$ cat config.mk
export PLATFORM = sky130hd
export DESIGN_NAME = ifsram_stream_out_flat
export DESIGN_NICKNAME = d
export VERILOG_FILES = /design/src/rtl/ifsram_stream_out_if.sv /design/src/rtl/ifsram_stream_out.sv /design/src/flat_wrapper.sv
export SDC_FILE = /design/constraint.sdc
export NUM_CORES = 1
export LEC_CHECK = 0
export CORE_MARGIN = 2
export CORE_UTILIZATION = 53
export DETAILED_ROUTE_END_ITERATION = 7
export PLACE_DENSITY = 0.78
export SKIP_CTS_REPAIR_TIMING = 1
export SYNTH_ARGS = -nofsm -noshare
export SYNTH_HDL_FRONTEND = slang
export SYNTH_SLANG_ARGS = --single-unit
$ cat constraint.sdc
create_clock -name clk -period 6.7 [get_ports clk]
set_input_delay 2.01 -clock clk [delete_from_list [all_inputs] [get_ports clk]]
set_output_delay 2.01 -clock clk [all_outputs]
set_load 0.01 [all_outputs]
$ cat src/rtl/ifsram_stream_out_if.sv
// Stream port toward the downstream FIFO: data word, not-full flag and write strobe.
// The master drives data/write and watches full_n; the slave is the FIFO side.
interface ifsram_stream_out_if #(
    parameter int TBITS = 64
) ();
    logic [TBITS-1:0] out_data_dout;
    logic             out_full_n_din;
    logic             out_write_dout;

    modport master (
        output out_data_dout,
        output out_write_dout,
        input  out_full_n_din
    );

    modport slave (
        input  out_data_dout,
        input  out_write_dout,
        output out_full_n_din
    );
endinterface

$ cat src/rtl/ifsram_stream_out.sv
// Reads a run of words from one ping-pong IF_SRAM bank and streams them to a FIFO.
// A small credit-limited buffer absorbs the one-cycle SRAM read latency and downstream stalls.
module ifsram_stream_out #(
    parameter int TBITS      = 64,
    parameter int ADDR_BITS  = 11,
    parameter int OBUF_DEPTH = 4
) (
    input  logic                 clk,
    input  logic                 reset,
    input  logic                 start,
    input  logic                 bank_sel,
    input  logic [ADDR_BITS-1:0] base_addr,
    input  logic [ADDR_BITS:0]   word_cnt,
    output logic                 busy,
    output logic                 done,
    output logic                 cen_b0,
    output logic                 cen_b1,
    output logic [ADDR_BITS-1:0] addr_b,
    input  logic [TBITS-1:0]     q_b0,
    input  logic [TBITS-1:0]     q_b1,
    ifsram_stream_out_if.master  out_if
);

    localparam int PTR_W = (OBUF_DEPTH > 1) ? $clog2(OBUF_DEPTH) : 1;
    localparam int OCC_W = PTR_W + 1;

    localparam logic [1:0] ST_IDLE  = 2'd0;
    localparam logic [1:0] ST_READ  = 2'd1;
    localparam logic [1:0] ST_DRAIN = 2'd2;
    localparam logic [1:0] ST_FIN   = 2'd3;

    localparam logic [OCC_W-1:0]     OCC_ZERO  = {OCC_W{1'b0}};
    localparam logic [OCC_W-1:0]     OCC_ONE   = OCC_W'(1);
    localparam logic [OCC_W-1:0]     OCC_FULL  = OCC_W'(OBUF_DEPTH);
    localparam logic [PTR_W-1:0]     PTR_ONE   = PTR_W'(1);
    localparam logic [ADDR_BITS-1:0] ADDR_ZERO = {ADDR_BITS{1'b0}};
    localparam logic [ADDR_BITS-1:0] ADDR_ONE  = ADDR_BITS'(1);
    localparam logic [ADDR_BITS:0]   CNT_ZERO  = {(ADDR_BITS+1){1'b0}};
    localparam logic [ADDR_BITS:0]   CNT_ONE   = (ADDR_BITS+1)'(1);
    localparam logic [TBITS-1:0]     DATA_ZERO = {TBITS{1'b0}};

    logic [1:0]           state_q, state_d;
    logic                 bank_q, bank_d;
    logic [ADDR_BITS-1:0] rd_addr_q, rd_addr_d;
    logic [ADDR_BITS:0]   rem_q, rem_d;
    logic                 inflight_q;
    logic [OCC_W-1:0]     occ_q, occ_d;
    logic [PTR_W-1:0]     wr_ptr_q, rd_ptr_q;
    logic [TBITS-1:0]     buf_q [OBUF_DEPTH];
    logic                 busy_q, busy_d;
    logic                 done_q, done_d;

    logic                 credit_ok_s;
    logic                 issue_s;
    logic                 push_s;
    logic                 pop_s;
    logic [TBITS-1:0]     push_data_s;

    // Credit counts words buffered plus the read in flight; a pop this cycle is not credited.
    assign credit_ok_s = (occ_q + {{(OCC_W-1){1'b0}}, inflight_q}) < OCC_FULL;
    assign issue_s     = (state_q == ST_READ) && (rem_q != CNT_ZERO) && credit_ok_s;
    assign push_s      = inflight_q;
    assign push_data_s = bank_q ? q_b1 : q_b0;
    assign pop_s       = (occ_q != OCC_ZERO) && out_if.out_full_n_din;

    assign cen_b0 = ~(issue_s & ~bank_q);
    assign cen_b1 = ~(issue_s & bank_q);
    assign addr_b = rd_addr_q;

    assign out_if.out_write_dout = pop_s;
    assign out_if.out_data_dout  = buf_q[rd_ptr_q];

    assign busy = busy_q;
    assign done = done_q;

    // Run-control FSM next state and read-address/remaining-count bookkeeping.
    always_comb begin
        state_d   = state_q;
        bank_d    = bank_q;
        rd_addr_d = rd_addr_q;
        rem_d     = rem_q;
        case (state_q)
            ST_IDLE: begin
                if (start) begin
                    bank_d    = bank_sel;
                    rd_addr_d = base_addr;
                    rem_d     = word_cnt;
                    if (word_cnt != CNT_ZERO) begin
                        state_d = ST_READ;
                    end else begin
                        state_d = ST_FIN;
                    end
                end else begin
                    state_d = ST_IDLE;
                end
            end
            ST_READ: begin
                if (issue_s) begin
                    rd_addr_d = rd_addr_q + ADDR_ONE;
                    rem_d     = rem_q - CNT_ONE;
                    if (rem_q == CNT_ONE) begin
                        state_d = ST_DRAIN;
                    end else begin
                        state_d = ST_READ;
                    end
                end else begin
                    state_d = ST_READ;
                end
            end
            ST_DRAIN: begin
                if (!inflight_q && (occ_q == OCC_ZERO)) begin
                    state_d = ST_FIN;
                end else begin
                    state_d = ST_DRAIN;
                end
            end
            ST_FIN: begin
                state_d = ST_IDLE;
            end
            default: begin
                state_d = ST_IDLE;
            end
        endcase
    end

    // Buffer occupancy update for simultaneous push/pop.
    always_comb begin
        occ_d = occ_q;
        case ({push_s, pop_s})
            2'b10:   occ_d = occ_q + OCC_ONE;
            2'b01:   occ_d = occ_q - OCC_ONE;
            default: occ_d = occ_q;
        endcase
    end

    // Status flags: busy tracks the run states; done is reported the cycle after FIN.
    always_comb begin
        busy_d = (state_d == ST_READ) || (state_d == ST_DRAIN);
        done_d = (state_q == ST_FIN);
    end

    // Control and status registers.
    always_ff @(posedge clk) begin
        if (reset) begin
            state_q    <= ST_IDLE;
            bank_q     <= 1'b0;
            rd_addr_q  <= ADDR_ZERO;
            rem_q      <= CNT_ZERO;
            inflight_q <= 1'b0;
            occ_q      <= OCC_ZERO;
            wr_ptr_q   <= {PTR_W{1'b0}};
            rd_ptr_q   <= {PTR_W{1'b0}};
            busy_q     <= 1'b0;
            done_q     <= 1'b0;
        end else begin
            state_q    <= state_d;
            bank_q     <= bank_d;
            rd_addr_q  <= rd_addr_d;
            rem_q      <= rem_d;
            inflight_q <= issue_s;
            occ_q      <= occ_d;
            wr_ptr_q   <= push_s ? (wr_ptr_q + PTR_ONE) : wr_ptr_q;
            rd_ptr_q   <= pop_s ? (rd_ptr_q + PTR_ONE) : rd_ptr_q;
            busy_q     <= busy_d;
            done_q     <= done_d;
        end
    end

    // Output buffer storage; the SRAM word arrives the cycle after its read was issued.
    always_ff @(posedge clk) begin
        if (reset) begin
            for (int i = 0; i < OBUF_DEPTH; i++) begin
                buf_q[i] <= DATA_ZERO;
            end
        end else if (push_s) begin
            buf_q[wr_ptr_q] <= push_data_s;
        end else begin
            buf_q[wr_ptr_q] <= buf_q[wr_ptr_q];
        end
    end

endmodule

$ cat src/flat_wrapper.sv
// flat-port wrapper written by rule: the top's interface ports become plain ports
module ifsram_stream_out_flat 
#(
    parameter int TBITS      = 64,
    parameter int ADDR_BITS  = 11,
    parameter int OBUF_DEPTH = 4
)
  (clk, reset, start, bank_sel, base_addr, word_cnt, busy, done, cen_b0, cen_b1, addr_b, q_b0, q_b1, out_if_out_data_dout, out_if_out_write_dout, out_if_out_full_n_din);
  ifsram_stream_out_if #(.TBITS(TBITS)) out_if_i ();
  input  logic clk;
  input  logic reset;
  input  logic start;
  input  logic bank_sel;
  input  logic [ADDR_BITS-1:0] base_addr;
  input  logic [ADDR_BITS:0] word_cnt;
  output logic busy;
  output logic done;
  output logic cen_b0;
  output logic cen_b1;
  output logic [ADDR_BITS-1:0] addr_b;
  input  logic [TBITS-1:0] q_b0;
  input  logic [TBITS-1:0] q_b1;
  output wire logic [$bits(out_if_i.out_data_dout)-1:0] out_if_out_data_dout;
  output wire logic [$bits(out_if_i.out_write_dout)-1:0] out_if_out_write_dout;
  input wire logic [$bits(out_if_i.out_full_n_din)-1:0] out_if_out_full_n_din;
  assign out_if_out_data_dout = out_if_i.out_data_dout;
  assign out_if_out_write_dout = out_if_i.out_write_dout;
  assign out_if_i.out_full_n_din = out_if_out_full_n_din;
  ifsram_stream_out #(.TBITS(TBITS), .ADDR_BITS(ADDR_BITS), .OBUF_DEPTH(OBUF_DEPTH)) u_core (.clk(clk), .reset(reset), .start(start), .bank_sel(bank_sel), .base_addr(base_addr), .word_cnt(word_cnt), .busy(busy), .done(done), .cen_b0(cen_b0), .cen_b1(cen_b1), .addr_b(addr_b), .q_b0(q_b0), .q_b1(q_b1), .out_if(out_if_i));
endmodule
==> results by stage, run 1 <==
Status:
- The run finished with clean final reports.

Synthesis:
- The synthesized cell area is 13370 um^2.
- In this run, synthesis inferred 256 flip-flops with an integrated enable.
- Averaged over all synthesized cells, the footprint is 12.97 um^2.
- The adder-cell share of the synthesized area is 0.6177%.
- The synthesized-area fraction occupied by and/or/nand/nor cells is 11.77%.
- The combinational family with the most area after synthesis is multiplexers.
- The fraction of synthesized cell area taken by the top area cell type is 57.51%.
- The most used flip-flop cell after synthesis is edfxtp_1.
- The synthesized-area fraction occupied by xor and xnor cells is 0.3931%.
- The largest total area in the synthesized netlist belongs to edfxtp_1.
- After synthesis, the share of flip-flops with an asynchronous set or reset is 0%.
- The Yosys step of the flow raised 0 warnings.
- The net count of the mapped netlist is 1193.
- The number of unique standard cell types used by synthesis is 51.
- The portion of synthesized area spent on multiplexers is 16.25%.
- Sorting the synthesized cells by area gives the leading types as edfxtp_1 58%, mux4_2 11%, nor2_1 6.2%.
- The number of cells produced by synthesis is 1031.
- The complex-gate fraction of the synthesized area is 3.753%.
- Counting flops and latches in the post-synthesis netlist gives 294.
- The post-synthesis sequential area ratio is 63.20%.

STA:
- The tightest hold path in the finished design has a slack of 0.4851 ns.
- Setup repair after global routing left no endpoint under its margin.
- In this run the tightest slew margin relative to its limit is 19.09%.
- In the finished design, the share of the clock period the worst path needs comes to 81.50%.
- After routing, the total negative slack on setup checks comes to 0 ns.
- The final period demand of the worst path is 5.460 ns.
- The achievable frequency is 183.1 MHz.
- The final number of hold-violating endpoints came to 0.
- At the pin with the least slew margin, the transition time is 1.209 ns.
- The worst path meets setup with 1.240 ns of slack.
- The final clock skew is 0.02680 ns.
- The count of final setup violators is 0.
- The final count of pins violating max slew came to 0.

Floorplan:
- In this run the count of I/O pins placed on the die edge is 236.
- The vertical die dimension is 162.8 um.
- After floorplanning, the core was divided into 58 placement rows.
- The die outline area is 26510 um^2.
- The die is 162.8 um wide.
- The floorplan step defined a core boundary enclosing 24960 um^2.
- For this configuration, the core starts out at a cell density of 53.55%.

Power:
- Of the total power, the share spent switching nets is 25.51%.
- For this design the static power due to leakage is 6.128 nW.
- Dividing total power by cell area gives a power density of 278.7 nW/um^2.
- The clock network power share is 32.8%.
- The part of the total power dissipated in combinational logic is 20.6%.
- The internal portion of the total power is 0.003512 W.
- For this design the total switching power over the nets is 0.001203 W.
- The largest vdd supply drop is 0.1633 mV.
- Per report_power, the sequential group accounts for 46.7% of the total.

Detailed routing:
- For this block, the routed nets add up to 29.79 mm of wire.
- The detail route stage leaves a number of antenna-violating nets equal to 0.
- The final routed wire length divided by cell count is 18.71 um.
- Using the TritonRoute via totals, the vias-per-cell ratio works out to 5.581.
- The overall via count from detail_route is 8885.
- The pre-antenna-repair detailed-routing pass consisted of 5 iterations.
- The detailed router finished its first iteration with 646 violations.
- For this run, design rule violations remaining after detail routing come to 0.

Worst setup path:
- Walking the worst path, the cells encountered are clkdlybuf4s50_1 > nor2b_1 > clkdlybuf4s50_1.
- The cell type of the slowest stage on the worst timing path is clkdlybuf4s50_1.
- The critical path capture point type is a primary output.
- The launch point of the worst reg-to-reg path is u_core.wr_ptr_q[1].
- The startpoint of the worst setup timing path is out_if_out_full_n_din.
- The family with the most delay on the worst path is buffers and inverters.
- The most used cell along the critical path is clkdlybuf4s50_1.
- For this run, the slowest stage of the critical path takes 0.63 ns.
- Data on the critical path is required at its endpoint by 4.69 ns.
- The critical path startpoint category is an input port.
- The startpoint-to-endpoint class of the critical path is in -> out.
- The largest fanout on the critical path is 4.
- The critical path contains buffers and inverters numbering 2 combined.
- For the worst setup path, the data arrival time is 3.45 ns.

Cells and area:
- The leading cell type in the layout, fill and taps excluded is edfxtp_1.
- The synthesis-to-finish area growth is 26.54%.
- Once layout is complete, the utilization of the core stands at 67.76%.
- The library cells used most frequently in the layout, excluding fill and tap cells, are 256 x edfxtp_1, 235 x clkdlybuf4s50_1, 221 x nor2_1.
- The number of fillers in the final layout is 1798.
- Cells with a size suffix above 1 make up 16.01% of the layout.
- The number of nets in the layout is 1402.
- 0 antenna diodes ended up in the layout.

Worst hold path:
- In this run the worst hold path is classified as reg -> reg.
- The worst hold path begins at u_core.rem_q[11].

Placement:
- The last weighted congestion value of the routability-driven placer is 0.8359.
- Detailed placement finished with a half-perimeter wire length of 17.52 mm.
- The number of input and output port buffers inserted is 235.
- The pre-CTS setup slack is 1.267 ns.

Global routing:
- The initial antenna violation count is 0.
- The total routing resource utilization after global routing is 22.55%.
- Entering global routing, the biggest net connects 68 pins.
- The final global-route overflow total is 0.
- The via count of the first global-routing pass is 9005.
- The first global-routing pass estimated 46.64 mm of wire.

Clocking:
- The tree is rooted in a clkbuf_16.
- TritonCTS built the clock tree.
- In this run the number of H-tree levels came out at 1.
- The maximum buffer depth of the clock tree is 3.
- The number of clock buffers added by TritonCTS is 28.
- Clock-pin slew was measured on the worst setup and hold paths at 0.06 ns.
- The clock insertion delay at the later pin of the skew report is 0.55 ns.
- The number of sinks on the clock net is 294.

Run:
- The tool flagged a number of max-cap violations equal to 0.
==> worst min-delay path, stage by stage, from the launching register on <==
cell	delay, ns
dfxtp_1	0.31
o21ai_1	0.07
a21oi_1	0.06
==> layer usage <==
metal	GRT usage (%)	part of all wire [%]	vias up	wire, um
met5	0	0	-	0
met4	5.712	1.9	0	573
met3	3.794	8.6	49	2574
met2	38.85	49	400	14670
met1	30.10	40	4312	11980
li1	-	-	4124	-
==> final timing paths <==
kind	end	slack (ns)	cells after the start
setup reg to reg	u_core.buf_q[2][44]	3.77	3
setup / recovery	out_if_out_write_dout	1.24	3
hold / removal	u_core.rem_q[11]	0.49	2
hold reg to reg	u_core.rem_q[11]	0.49	2
==> metrics by stage <==
step,total power [W],std cells,cell area [um^2]
2_1_floorplan,0.002767,1031,13370
3_3_place_gp,0.003204,1540,16010
3_5_place_dp,0.003215,1540,16010
4_1_cts,0.004746,1592,16920
5_1_grt,0.004900,1592,16920
6_report,0.004715,1592,16920
==> cell usage after synthesis (8+ instances only) <==
cell	instances
nor3_1	16
buf_1	22
nand2_1	96
nor2_1	222
nand3_1	8
mux4_2	64
dfxtp_1	38
o21ai_0	12
mux2_2	64
a21oi_1	25
o21ai_1	9
clkbuf_1	40
edfxtp_1	256
inv_1	72
==> sequential cells by signal, indices dropped and copies added (netlist names), named ones only <==
name	cells
u_core.busy	1
u_core.occ_q	3
u_core.bank_q	1
u_core.rem_q	12
u_core.done	1
u_core.addr_b	11
u_core.rd_ptr_q	2
u_core.inflight_q	1
u_core.buf_q	256
u_core.state_q	2
u_core.wr_ptr_q	2
==> power by group through the flow <==
stage / Clock (W) / Sequential, W / Combinational (W)
2_1_floorplan: 0 / 0.00217 / 0.000594
3_3_place_gp: 0 / 0.00224 / 0.000967
3_5_place_dp: 0 / 0.00224 / 0.000974
4_1_cts: 0.00156 / 0.00220 / 0.000980
5_1_grt: 0.00164 / 0.00222 / 0.00104
6_report: 0.00155 / 0.00220 / 0.000969
==> cell type report <==
cell class                      instances  area [um^2]  share of cell area, %
Clock inverter                         19        165.2                 0.9764
Sequential cell                       294         8459                  50.01
Clock buffer                           33        739.5                  4.372
Multi-Input combinational cell        598         4433                  26.21
Inverter                               72        270.3                  1.598
Timing Repair Buffer                  246         2435                  14.39
Tap cell                              330        412.9                  2.441
==> kinds of logic after synthesis <==
group | after synthesis
flops | 294
buf+inv | 139
xor+xnor | 6
mux | 129
compound gates | 80
fa+ha+maj | 6
simple gates | 377
Note: power is estimated with default switching activity, not from simulation.
==> run 2: changes to the inputs <==
CORE_UTILIZATION = 48   (was 53)
PLACE_DENSITY = 0.75   (was 0.78)
clock period = 5 ns   (was 6.7 ns; I/O delays follow)
==> run 2 against run 1 <==
  * Critical path depth stayed put
  * Utilization decreased by 5.3 points
  * Worst hold slack better by 0.0057 ns
  * Highest routed layer unchanged
  * Sequential cell count stayed put
  * Clock skew fell by 0.017 ns
  * Wire length up 3.6%
  * Sequential power rose by 33%
  * Critical path type unchanged
  * Power up 40%
  * Combinational power grew 40%
  * First-iteration DRC count up 13%
==> results by stage, run 2 (synthesized netlist as in run 1, its figures left out) <==
Clocking:
- The number of H-tree levels is 2 (+1).
- TritonCTS built the clock tree.
- The maximum buffer depth of the clock tree is 3 (unchanged).
- The number of buffers added by the clock tree synthesis step was 34 (+21%).
- The number of sinks on the clock net is 294 (unchanged).
- The clock insertion delay at the later pin of the skew report was 0.50 ns (-0.05 ns).
- The register clock-pin slew on the reported worst setup and hold paths was 0.06 ns (about the same).
- In this run the clock root is driven by a clkbuf_16.

Floorplan:
- The starting density of the core is 48.38% (-5.2 points).
- The core box area is 27630 um^2 (+11%).
- The die outline area is 29200 um^2 (+10%).
- The die width is 170.9 um (+5.0%).
- The number of I/O pins is 236 (unchanged).
- The placement row count came to 61 (+5.2%).
- The vertical die dimension is 170.9 um (+5.0%).

Power:
- The total power is 0.006593 W (+40%).
- The power density normalized to cell area is 382.2 nW/um^2 (+37%).
- The leakage power figure came to 6.268 nW (+2.3%).
- The largest vdd supply drop is 0.1935 mV (+19%).

Cells and area:
- In the layout the commonest cells are 256 x edfxtp_1, 235 x clkdlybuf4s50_1, 221 x nor2_1.
- The number of antenna diodes is 0 (unchanged).
- The non-filler instance count after layout is 1658 (+4.1%).
- The area growth from synthesis to layout is 29.04%.
- The number of nets in the layout is 1422 (+1.4%).
- The fraction of final layout cells sized beyond drive strength 1 is 16.48% (+0.48 points).
- The number of flip-flops in the largest register is 256 (unchanged).
- The largest register by flop count is u_core.buf_q.
- Leaving out fill and tap cells, the most frequent cell in the layout is edfxtp_1.
- The number of fillers in the final layout came to 2119 (+18%).

Global routing:
- The total routing resource utilization after global routing is 21.21% (-1.3 points).
- The via count of the first global-routing pass is 8961 (-0.49%).
- The initial antenna violation count is 0 (unchanged).
- The maximum number of pins on one net before global-route repair is 65 (-4.4%).
- The global-route wire length before repair is 47.53 mm (+1.9%).
- The final global-route overflow total is 0 (unchanged).

Detailed routing:
- The count of routing violations after the opening detailed-route iteration is 729 (+13%).
- The DRC violations left came to 0 (unchanged).
- The total iterations of the first detailed-routing run is 5 (unchanged).
- The per-cell via count in the routed design was 5.403 (-3.2%).
- The overall via count from detail_route came to 8959 (+0.83%).
- The remaining antenna violation count came to 0 (unchanged).
- The final routed wire length divided by cell count is 18.62 um (-0.53%).
- The total length of routed wires is 30.86 mm (+3.6%).

STA:
- After layout, the worst path uses 89.07% of the clock period.
- The total negative slack is 0 ns (unchanged).
- The count of final setup violators came to 0 (unchanged).
- Setup repair after global routing left no endpoint under its margin.
- The final number of hold-violating endpoints is 0 (unchanged).
- The slew at the pin closest to its max-slew limit is 1.199 ns (-0.009965 ns).
- Based on the critical path, the design can be clocked at up to 224.5 MHz.
- The final count of pins violating max slew is 0 (unchanged).
- The headroom to the max-slew limit is 19.75% (+0.67 points).
- The final period demand of the worst path is 4.454 ns.
- The final clock skew is 0.01023 ns (-0.01657 ns).

Worst hold path:
- The depth of the worst hold-timing path is 2 (unchanged).
- The tightest min-delay check is of the reg -> reg type.

Run:
- The number of maximum-capacitance constraint violations was 0 (unchanged).

Worst setup path:
- Among all stages on the critical path, the largest delay is contributed by clkdlybuf4s50_1.
- The worst reg2reg path depth was 5 (+2).
- The critical path startpoint category is an input port.
- The data arrival time of the critical path is 2.95 ns (-0.50 ns).
- The worst setup path is captured at a primary output.
- Walking the worst path, the cells encountered are clkdlybuf4s50_1 > nor2b_1 > clkdlybuf4s50_1.
- The most used cell along the critical path is clkdlybuf4s50_1.
- The largest fanout on the critical path was 4 (unchanged).
- The data required time of the worst path is 3.50 ns (-1.19 ns).
- The maximum single-stage delay on the critical path was 0.63 ns (about the same).
- The worst setup path is of the in -> out kind.

Placement:
- The placed cell count came to 1602 (+4.0%).
- The last weighted congestion value of the routability-driven placer was 0.8330 (-0.35%).
- The placed wire-length estimate after detailed placement came to 18.78 mm (+7.2%).
- The number of input and output port buffers inserted is 235 (unchanged).

Status:
- The flow ran to the end, and the final reports show no timing, DRC or antenna violations.
-- run 2: changes by cell type in the layout (fill, tap and decap cells not counted) --
cell | previous run | this run
buf_4 | 11 | 21
clkinv_2 | 11 | 3
clkbuf_16 | 28 | 35
clkbuf_1 | 3 | 9
buf_12 | 0 | 4
clkinv_1 | 1 | 4
clkinvlp_4 | 4 | 1
clkbuf_8 | 2 | 1
clkinv_8 | 1 | 0
inv_6 | 0 | 1
nand2b_2 | 0 | 1
nand2b_4 | 1 | 0
-- run 2: final timing paths --
path / start / endpoint / slack (ns)
max: out_if_out_full_n_din / out_if_out_write_dout / 0.55
max reg2reg: u_core.rem_q[8] / u_core.rem_q[1] / 2.60
min: u_core.rem_q[11] / u_core.rem_q[11] / 0.49
min reg2reg: u_core.rem_q[11] / u_core.rem_q[11] / 0.49
-- run 2: layout make-up --
cell class | count | area [um^2] | share of cell area [%]
Sequential cell | 294 | 8459 | 49.04
Multi-Input combinational cell | 598 | 4428 | 25.67
Timing Repair Buffer | 260 | 2590 | 15.01
Clock buffer | 45 | 923.4 | 5.353
Tap cell | 378 | 473.0 | 2.742
Inverter | 72 | 270.3 | 1.567
Clock inverter | 11 | 106.4 | 0.6165
-- run 2: metrics by stage --
step	util [%]	setup slack (ns)	hold WS [ns]	area [um^2]
2_1_floorplan	-	0.3785	0.4535	13370
5_1_grt	62.44	0.5054	0.5115	17250
3_5_place_dp	58.71	0.5853	0.4712	16220
3_3_place_gp	58.71	0.5848	0.4671	16220
4_1_cts	62.44	0.5723	0.4841	17250
6_report	62.44	0.5463	0.4907	17250
-- run 2: metal layers --
layer,GRT usage [%],wire length [um]
met1,27.67,12430
met5,0,0
met2,36.61,15310
met4,4.901,431
met3,4.534,2694
-- run 2: worst max-delay path: cells and delay by family --
| family | cells | cell delay, ns |
|---|---|---|
| buf+inv | 2 | 1.08 |
| simple gates | 1 | 0.37 |
-- run 2: power by group --
part	internal (W)	total, W	switching (W)
clock network	0.00139	0.00232	0.000923
registers	0.00280	0.00292	0.000112
logic	0.000757	0.00136	0.000603
total	0.00496	0.00659	0.00164
==> run 3: changes to the inputs <==
--- a/constraint.sdc
+++ b/constraint.sdc
@@ -3,2 +3,2 @@
 set_output_delay 1.5 -clock clk [all_outputs]
-set_load 0.01 [all_outputs]
+set_load 0.05 [all_outputs]
==> run 3 against run 2 <==
  * Global-route usage fell by 0.42 points
  * Utilization shrank 0.36 points
  * Die area unchanged
  * Final cell count shrank 0.30%
  * Wire length fell by 0.66%
  * Register-to-register slack got worse by 0.04 ns
  * Sequential cell count unchanged
  * Combinational power grew 32%
  * Maximum frequency is 1.2% higher
  * Critical path type is now reg -> out
  * Largest power group unchanged
==> results by stage, run 3 (synthesized netlist as in run 1, its figures left out) <==
Worst setup path:
- The worst reg2reg path depth is 5 (unchanged).
- The data required time of the worst path is 3.50 ns (about the same).
- The maximum single-stage delay on the critical path is 0.74 ns (+0.11 ns).
- The startpoint-to-endpoint class of the critical path is reg -> out.
- STA classifies the critical path endpoint as a primary output.
- In this run the critical register-to-register path is captured at u_core.addr_b[7].
- In this run the worst setup path terminates at out_if_out_data_dout[31].
- The largest fanout on the critical path came to 26 (+22).
- The cell type of the slowest stage on the worst timing path is clkdlybuf4s50_1.
- The signal on the critical path passes through buf_4 > mux4_2 > clkdlybuf4s50_1.
- The launch point of the worst reg-to-reg path is u_core.rem_q[4].
- The register-to-register setup slack is 2.56 ns (-0.04 ns).
- The critical path startpoint category is a register.
- The data arrival time of the critical path is 2.90 ns (-0.05 ns).

Power:
- The switching power summed over all nets is 0.002049 W (+25%).
- The power density normalized to cell area is 399.0 nW/um^2 (+4.4%).
- The largest vdd supply drop is 0.2265 mV (+17%).
- The sequential group share of total power came to 42.8% (-1.4 points).
- The share of total power consumed by net switching is 29.94% (+5.1 points).
- The internal power summed over all cells is 0.004794 W (-3.3%).
- The part of the total power dissipated in combinational logic is 26.1% (+5.5 points).
- The clock network power share was 31.1% (-4.0 points).
- The leakage power figure is 6.221 nW (-0.75%).
- The total power is 0.006842 W (+3.8%).

STA:
- The final number of hold-violating endpoints is 0 (unchanged).
- The final count of pins violating max slew is 0 (unchanged).
- The hold slack was 0.4805 ns (-0.01026 ns).
- The final clock skew is 0.01091 ns (+0.0006861 ns).
- The final clock period utilization by the worst path is 88.05% (-1.0 points).
- The final period demand of the worst path is 4.403 ns (-0.05118 ns).
- The total negative slack is 0 ns (unchanged).
- Setup repair after global routing left no endpoint under its margin.
- The slew at the pin closest to its max-slew limit is 0.8638 ns (-0.3353 ns).
- The count of final setup violators is 0 (unchanged).
- The headroom to the max-slew limit is 42.41% (+23 points).
- The achievable frequency was 227.1 MHz (+1.2%).

Clocking:
- The number of buffers added by the clock tree synthesis step was 29 (-15%).
- In this run the clock root is driven by a clkbuf_16.
- The maximum buffer depth of the clock tree was 3 (unchanged).
- The CTS tree is built.
- The number of sinks on the clock net is 294 (unchanged).
- The number of H-tree levels came to 1 (-1).
- The clock insertion delay at the later pin of the skew report is 0.54 ns (+0.04 ns).
- The register clock-pin slew on the reported worst setup and hold paths is 0.06 ns (about the same).

Global routing:
- The final global-route overflow total was 0 (unchanged).
- The maximum number of pins on one net before global-route repair is 65 (unchanged).
- The global-route wire length before repair is 46.83 mm (-1.5%).
- The total routing resource utilization after global routing is 20.79% (-0.42 points).
- The initial antenna violation count is 0 (unchanged).
- The via count of the first global-routing pass is 8943 (-0.20%).

Floorplan:
- The die outline area was 29200 um^2 (unchanged).
- The core box area came to 27630 um^2 (unchanged).
- The vertical die dimension was 170.9 um (unchanged).
- The placement row count is 61 (unchanged).
- The number of I/O pins came to 236 (unchanged).
- The starting density of the core is 48.38% (unchanged).
- The die width was 170.9 um (unchanged).

Placement:
- The number of input and output port buffers inserted came to 235 (unchanged).
- The placed wire-length estimate after detailed placement is 18.59 mm (-1.0%).
- The last weighted congestion value of the routability-driven placer is 0.8415 (+1.0%).
- The placed cell count came to 1600 (-0.12%).

Detailed routing:
- The overall via count from detail_route is 8855 (-1.2%).
- The final routed wire length divided by cell count came to 18.55 um (-0.36%).
- The DRC violations left is 0 (unchanged).
- The total iterations of the first detailed-routing run is 5 (unchanged).
- The per-cell via count in the routed design was 5.357 (-0.86%).
- The remaining antenna violation count is 0 (unchanged).
- The total length of routed wires is 30.66 mm (-0.66%).
- The count of routing violations after the opening detailed-route iteration is 659 (-9.6%).

Run:
- The number of maximum-capacitance constraint violations is 0 (unchanged).

Cells and area:
- Leaving out fill and tap cells, the most frequent cell in the layout is edfxtp_1.
- The core utilization of the finished layout is 62.07% (-0.36 points).
- The number of nets in the layout is 1415 (-0.49%).
- The fraction of final layout cells sized beyond drive strength 1 came to 16.63% (+0.14 points).
- The non-filler instance count after layout is 1653 (-0.30%).
- Leaving out fill and tap cells, the most frequent cells in the layout are 256 x edfxtp_1, 234 x clkdlybuf4s50_1, 221 x nor2_1.
- The number of antenna diodes is 0 (unchanged).
- The area growth from synthesis to layout is 28.29%.
- The largest register by flop count is u_core.buf_q.
- The number of flip-flops in the largest register is 256 (unchanged).

Worst hold path:
- The type of the most critical hold path is reg -> reg.
- The depth of the worst hold-timing path is 2 (unchanged).

Status:
- The flow ran to the end, and the final reports show no timing, DRC or antenna violations.
[run 3: power groups by stage]
stage          clock network [W]  logic (W)  registers [W]
2_1_floorplan                  0    0.00122        0.00294
3_3_place_gp                   0    0.00179        0.00297
3_5_place_dp                   0    0.00180        0.00298
4_1_cts                  0.00216    0.00180        0.00293
5_1_grt                  0.00224    0.00188        0.00295
6_report                 0.00213    0.00179        0.00293
[run 3: metal layers]
layer / part of all wire, % / up-vias / GRT usage, %
li1: - / 4146 / -
met1: 42 / 4325 / 27.13
met2: 49 / 338 / 36.40
met3: 7.4 / 46 / 3.585
met4: 1.8 / 0 / 5.085
met5: 0 / - / 0
[run 3: layout make-up]
| type | count | area (um^2) |
|---|---|---|
| clock buffer | 40 | 817.0 |
| inverter | 72 | 270.3 |
| multi-input combinational | 598 | 4428 |
| sequential | 294 | 8459 |
| fill | 2179 | 10480 |
| tap | 378 | 473.0 |
| clock inverter | 13 | 117.6 |
| timing repair buffer | 258 | 2585 |
[run 3: how the worst min path moves through the flow]
stage | startpoint | end
after floorplan | u_core.rem_q[11] | u_core.rem_q[11]
after global placement | u_core.rem_q[11] | u_core.rem_q[11]
after detailed placement | u_core.rem_q[11] | u_core.rem_q[11]
after CTS | u_core.rem_q[11] | u_core.rem_q[11]
after global routing | u_core.rem_q[7] | u_core.rem_q[7]
final | u_core.rem_q[11] | u_core.rem_q[11]
[run 3: critical path: cells and delay by family (launching register included)]
family / cells / cell delay, ns
buffers and inverters: 2 / 1.10
DFF: 1 / 0.69
muxes: 1 / 0.55
[run 3: through the flow]
stage / area [um^2] / worst slack [ns]
5_1_grt: 17150 / 0.4360
6_report: 17150 / 0.5975
3_5_place_dp: 16220 / 0.9194
4_1_cts: 17150 / 0.5177
3_3_place_gp: 16220 / 0.9246
2_1_floorplan: 13370 / 0.3785
